<file path="src/rtl/div_unit_if.sv">
// Handshake bundle between the execute stage and the iterative divider.
// The master drives the request and flush; the slave returns busy/done/result.
interface div_unit_if #(
  parameter int XLEN = 32
);
  logic            start;
  logic [1:0]      op;
  logic [XLEN-1:0] rs1;
  logic [XLEN-1:0] rs2;
  logic            flush;
  logic            busy;
  logic            done;
  logic [XLEN-1:0] result;

  modport master (output start, op, rs1, rs2, flush, input busy, done, result);
  modport slave  (input start, op, rs1, rs2, flush, output busy, done, result);
endinterface

</file>
<file path="src/rtl/div_unit.sv">
// Radix-2 restoring divider for RV32M DIV/DIVU/REM/REMU.
// Works on magnitudes; sign fix-up happens in a single cycle after the last step.
module div_unit #(
  parameter int XLEN = 32
) (
  input  logic     clk,
  input  logic     rst_n,
  div_unit_if.slave bus
);
  localparam logic [1:0] S_IDLE = 2'd0;
  localparam logic [1:0] S_CALC = 2'd1;
  localparam logic [1:0] S_FIX  = 2'd2;
  localparam logic [1:0] S_DONE = 2'd3;

  localparam logic [5:0]      LAST    = 6'(XLEN-1);
  localparam logic [XLEN-1:0] MIN_INT = {1'b1, {(XLEN-1){1'b0}}};

  logic [1:0]      state;
  logic [1:0]      op_q;
  logic [XLEN-1:0] quo;
  logic [XLEN-1:0] dvsr;
  logic [XLEN:0]   rem;
  logic [5:0]      cnt;
  logic            sign_q;
  logic            sign_r;
  logic [XLEN-1:0] res_q;

  logic            is_signed;
  logic            is_rem;
  logic            accept;
  logic            div0;
  logic            ovf;
  logic [XLEN-1:0] abs1;
  logic [XLEN-1:0] abs2;
  logic [XLEN-1:0] special_res;
  logic [XLEN+1:0] shifted;
  logic [XLEN+1:0] trial;
  logic            q_bit;
  logic [XLEN-1:0] fix_val;
  logic            fix_neg;
  logic [XLEN-1:0] fix_res;

  always_comb begin
    is_signed   = ~bus.op[0];
    is_rem      = bus.op[1];
    accept      = ((state == S_IDLE) || (state == S_DONE)) && bus.start && !bus.flush;
    abs1        = (is_signed && bus.rs1[XLEN-1]) ? -bus.rs1 : bus.rs1;
    abs2        = (is_signed && bus.rs2[XLEN-1]) ? -bus.rs2 : bus.rs2;
    div0        = (bus.rs2 == '0);
    ovf         = is_signed && (bus.rs1 == MIN_INT) && (bus.rs2 == '1);
    special_res = div0 ? (is_rem ? bus.rs1 : '1) : (is_rem ? '0 : MIN_INT);

    // rem < divisor always holds, so one extra bit of headroom is enough for
    // the borrow to be a reliable sign even with divisor 0xFFFFFFFF.
    shifted = {rem, quo[XLEN-1]};
    trial   = shifted - {2'b00, dvsr};
    q_bit   = ~trial[XLEN+1];

    fix_val = op_q[1] ? rem[XLEN-1:0] : quo;
    fix_neg = ~op_q[0] & (op_q[1] ? sign_r : sign_q);
    fix_res = fix_neg ? -fix_val : fix_val;
  end

  always_ff @(posedge clk or negedge rst_n) begin
    if (!rst_n) begin
      state  <= S_IDLE;
      op_q   <= '0;
      quo    <= '0;
      dvsr   <= '0;
      rem    <= '0;
      cnt    <= '0;
      sign_q <= 1'b0;
      sign_r <= 1'b0;
      res_q  <= '0;
    end else if (bus.flush) begin
      state <= S_IDLE;
    end else begin
      case (state)
        S_IDLE, S_DONE: begin
          if (accept) begin
            op_q   <= bus.op;
            quo    <= abs1;
            dvsr   <= abs2;
            sign_q <= is_signed & (bus.rs1[XLEN-1] ^ bus.rs2[XLEN-1]);
            sign_r <= is_signed & bus.rs1[XLEN-1];
            cnt    <= '0;
            rem    <= '0;
            if (div0 || ovf) begin
              res_q <= special_res;
              state <= S_DONE;
            end else begin
              state <= S_CALC;
            end
          end else begin
            state <= S_IDLE;
          end
        end
        S_CALC: begin
          rem <= q_bit ? trial[XLEN:0] : shifted[XLEN:0];
          quo <= {quo[XLEN-2:0], q_bit};
          cnt <= cnt + 6'd1;
          if (cnt == LAST) state <= S_FIX;
        end
        S_FIX: begin
          res_q <= fix_res;
          state <= S_DONE;
        end
        default: state <= S_IDLE;
      endcase
    end
  end

  assign bus.busy   = (state == S_CALC) || (state == S_FIX);
  assign bus.done   = (state == S_DONE);
  assign bus.result = res_q;
endmodule

</file>
<file path="src/flat_wrapper.sv">
// flat-port wrapper written by rule: the top's interface ports become plain ports
module div_unit_flat 
#(
  parameter int XLEN = 32
)
  (clk, rst_n, bus_start, bus_op, bus_rs1, bus_rs2, bus_flush, bus_busy, bus_done, bus_result);
  div_unit_if #(.XLEN(XLEN)) bus_i ();
  input  logic clk;
  input  logic rst_n;
  input wire logic [$bits(bus_i.start)-1:0] bus_start;
  input wire logic [$bits(bus_i.op)-1:0] bus_op;
  input wire logic [$bits(bus_i.rs1)-1:0] bus_rs1;
  input wire logic [$bits(bus_i.rs2)-1:0] bus_rs2;
  input wire logic [$bits(bus_i.flush)-1:0] bus_flush;
  output wire logic [$bits(bus_i.busy)-1:0] bus_busy;
  output wire logic [$bits(bus_i.done)-1:0] bus_done;
  output wire logic [$bits(bus_i.result)-1:0] bus_result;
  assign bus_i.start = bus_start;
  assign bus_i.op = bus_op;
  assign bus_i.rs1 = bus_rs1;
  assign bus_i.rs2 = bus_rs2;
  assign bus_i.flush = bus_flush;
  assign bus_busy = bus_i.busy;
  assign bus_done = bus_i.done;
  assign bus_result = bus_i.result;
  div_unit #(.XLEN(XLEN)) u_core (.clk(clk), .rst_n(rst_n), .bus(bus_i));
endmodule
</file>
<file path="config.mk">
export PLATFORM = sky130hd
export DESIGN_NAME = div_unit_flat
export DESIGN_NICKNAME = d
export VERILOG_FILES = /design/src/rtl/div_unit_if.sv /design/src/rtl/div_unit.sv /design/src/flat_wrapper.sv
export SDC_FILE = /design/constraint.sdc
export NUM_CORES = 1
export LEC_CHECK = 0
export ABC_AREA = 1
export CELL_PAD_IN_SITES_DETAIL_PLACEMENT = 0
export CELL_PAD_IN_SITES_GLOBAL_PLACEMENT = 2
export CORE_MARGIN = 2
export CORE_UTILIZATION = 35
export DETAILED_ROUTE_END_ITERATION = 10
export PLACE_DENSITY_LB_ADDON = 0.05
export SKIP_CTS_REPAIR_TIMING = 1
export SYNTH_ARGS = -nofsm -noshare
export SYNTH_HDL_FRONTEND = slang
export SYNTH_SLANG_ARGS = --single-unit
</file>
<file path="constraint.sdc">
create_clock -name clk -period 3.6 [get_ports clk]
set_input_delay 0.54 -clock clk [delete_from_list [all_inputs] [get_ports clk]]
set_output_delay 0.54 -clock clk [all_outputs]
set_load 0.1 [all_outputs]
</file>
==> run summary <==
clk_skew - 0.0126 ns
routability cong. - 0.942
initial antenna violation count - 0
outcome - finished, final reports clean
Fmax achieved - 347 MHz
Starting Density - 0.356
metal1 wirelength - 25500 microns
max-slew violation count - 0
setup ws final - 0.721 ns
final hold viol count - 0
Lkg Pwr - 7.68 nW
fill count - 3934
core area - 35600 sq um
synthesis warning total - 0
global route total overflow - 0
Data arrival, critical path - 3.26 ns
CTS max path bufs - 2
top sig layer - met4
post-synth net total - 2191
Hold WC Path Type - in2async
Post-Route Setup TNS - 0 ns
die height - 194 microns
drt drc - 0
fin crit period - 2.88 ns
post-DP HPWL - 42400 microns
Slew headroom - 0.303
IO buf count - 103
# IOs - 104
number of synthesized flops with an enable pin - 0
Via density - 5.17
Met2 Routed Length - 22700 microns
Iteration-0 DRC Markers - 964
Area growth, synth to finish - 16.9%
post-route ant nets - 0
Layout Nets - 2286
DR WL/cell - 19.7 microns
Global Route Usage Sum - 0.278
layout cell share with drive strength beyond 1 - 0.0608
RSZ-0062 raised after global routing - false
synthesized area - 12700 sq um
DIE AREA - 37700 sq um
vias in the first global route - 13200
max capacitance violation total - 0
Root Driver - clkbuf_16
Hold Slack - 0.0955 ns
CTS HTree Levels - 4
die width - 194 microns
CTS buffer count - 17
first-pass GRT wire length - 80100 microns
Crit Path Class - reg2reg
maximum VDD drop - 0.486 mV
Syn Area/Cell - 6.09 sq um
row cnt - 69
Req. time, crit path - 3.99 ns
DR WL met3 - 3060 microns
Antenna diodes - 0
DR vias - 13700
Seq/Total Area, Yosys - 0.279
Total Wirelength - 52100 microns
Final Cycle Share - 0.800
worst-margin pin slew - 1.04 ns
DRT Pass-1 Iters - 6
Crit Path Max Fanout - 27
CTS tree - yes
clk slew on worst S/H paths - 0.07 ns
Startpoint Class - register
Finish-stage setup viols - 0
worst skew pair latency - 0.45 ns
worst reg2reg path startpoint - u_core.op_q[1]
Primary FF master, synth - dfrtp_1
Yosys cell types - 48
Syn Inst Count - 2080
largest net degree at the start of global routing - 67
Async SR Flop Fraction - 1.00
#FFs+latches synth - 141
CTS sink count - 141
CP startpoint - u_core.op_q[1]
pwr/cell area - 527 nW/um^2
DP Worst Slack - 0.532 ns
Setup crit end kind - register
area by class of cell:
type	instances	area, sq um	area share
multi-input cells	1566	7620	0.515
well taps	461	577	0.0390
repair buffers	142	1340	0.0902
clock buffers	17	425	0.0287
clock inverters	15	160	0.0108
flip-flops and latches	141	3530	0.238
inverters	307	1150	0.0780
metal layers:
layer | GRT usage | vias to the layer above
li1 | - | 6818
met2 | 0.426 | 378
met3 | 0.0525 | 39
met4 | 0.0581 | 0
met1 | 0.406 | 6457
met5 | 0 | -
path summary, 6_finish.rpt:
check	end	slack [ns]	cells after the start
setup / recovery	u_core.bus.result[31]	0.72	13
hold / removal	u_core.rem[7]	0.1	1
setup reg to reg	u_core.bus.result[31]	0.72	13
hold reg to reg	u_core.bus.result[14]	0.48	2
max in group asynchronous	u_core.dvsr[22]	2.61	2
min in group clk	u_core.bus.result[14]	0.48	2
metrics by stage:
step	std cells	total power [mW]	util	area, sq um
6_report	2649	7.80	0.416	14800
5_1_grt	2649	8.30	0.416	14800
3_5_place_dp	2617	5.94	0.400	14200
3_3_place_gp	2617	5.94	0.400	14200
4_1_cts	2649	7.79	0.416	14800
2_1_floorplan	2080	4.70	-	12700
power by group:
group	leakage, nW	switching (mW)	total [mW]	internal, mW
clock	0.285	0.804	1.83	1.03
combinational	5.55	2.75	3.79	1.03
sequential	1.84	0.278	2.18	1.90
synth_stat cells (20+ instances only):
master      n  area, sq um
o21ai_1    34          170
nor3_1     25          125
nand4_1    34          213
inv_1     297         1110
nor2_1    181          679
dfrtp_1   141         3530
a21oi_1    53          265
clkbuf_1   28          105
xor2_1     32          280
a22oi_1    20          150
nand2_1   724         2720
ha_1       40          500
nand3_1   195          976
o21ai_0   105          526
cell families (layout without fill, tap and decap cells):
logic type	count (synthesis)	count (layout)	synth area share
simple gates	1210	1210	0.404
buf+inv	373	481	0.121
compound gates	264	264	0.120
flops	141	141	0.279
xor+xnor	51	51	0.0353
fa+ha+maj	41	41	0.0411
sequential cells by signal, indices dropped and copies added, names as in the netlist:
| name | cells |
|---|---|
| u_core.dvsr | 32 |
| u_core.op_q | 2 |
| u_core.sign_q | 1 |
| u_core.rem | 33 |
| u_core.quo | 32 |
| u_core.sign_r | 1 |
| u_core.bus.result | 32 |
| u_core.cnt | 6 |
| u_core.state | 2 |
placed cells by master (no fill, tap or decap), types with 3 or more instances in the layout:
cell type	netlist	final
buf_4	7	39
nand2_1	724	724
nor3_4	3	3
o22ai_1	3	3
clkinv_2	0	3
ha_1	40	40
inv_1	297	297
xor2_1	32	32
nand2_2	11	11
a21oi_1	53	53
or2_2	4	4
o211ai_1	12	12
clkdlybuf4s50_1	0	101
nand4_1	34	34
nor3_2	2	3
a31oi_1	4	4
nand3_2	7	7
o21bai_1	3	3
nor2_2	12	13
inv_2	5	5
xnor2_1	19	19
o21ai_2	7	7
a22oi_1	20	20
o21ai_1	34	34
a21boi_1	3	3
clkinv_1	4	4
nand3_1	195	195
nor3_1	25	24
nand3b_1	5	5
a211oi_1	3	3
o221ai_1	11	11
o21ai_0	105	105
inv_6	0	6
dfrtp_1	141	140
clkbuf_16	0	17
nor2_1	181	179
worst max-delay path, cell delays in order, from the launching register on:
cell     delay, ns
dfrtp_2       0.75
buf_4         0.37
o21ai_0       0.31
nor2_1        0.24
nand2_1       0.11
nor2_1        0.11
nand2_1       0.10
nand2_2       0.15
nand3_1       0.09
nand2_1       0.07
nand3_1       0.21
nand2_1       0.17
nand2_1       0.06
nand2_1       0.06
Note: power is estimated with default switching activity, not from simulation.
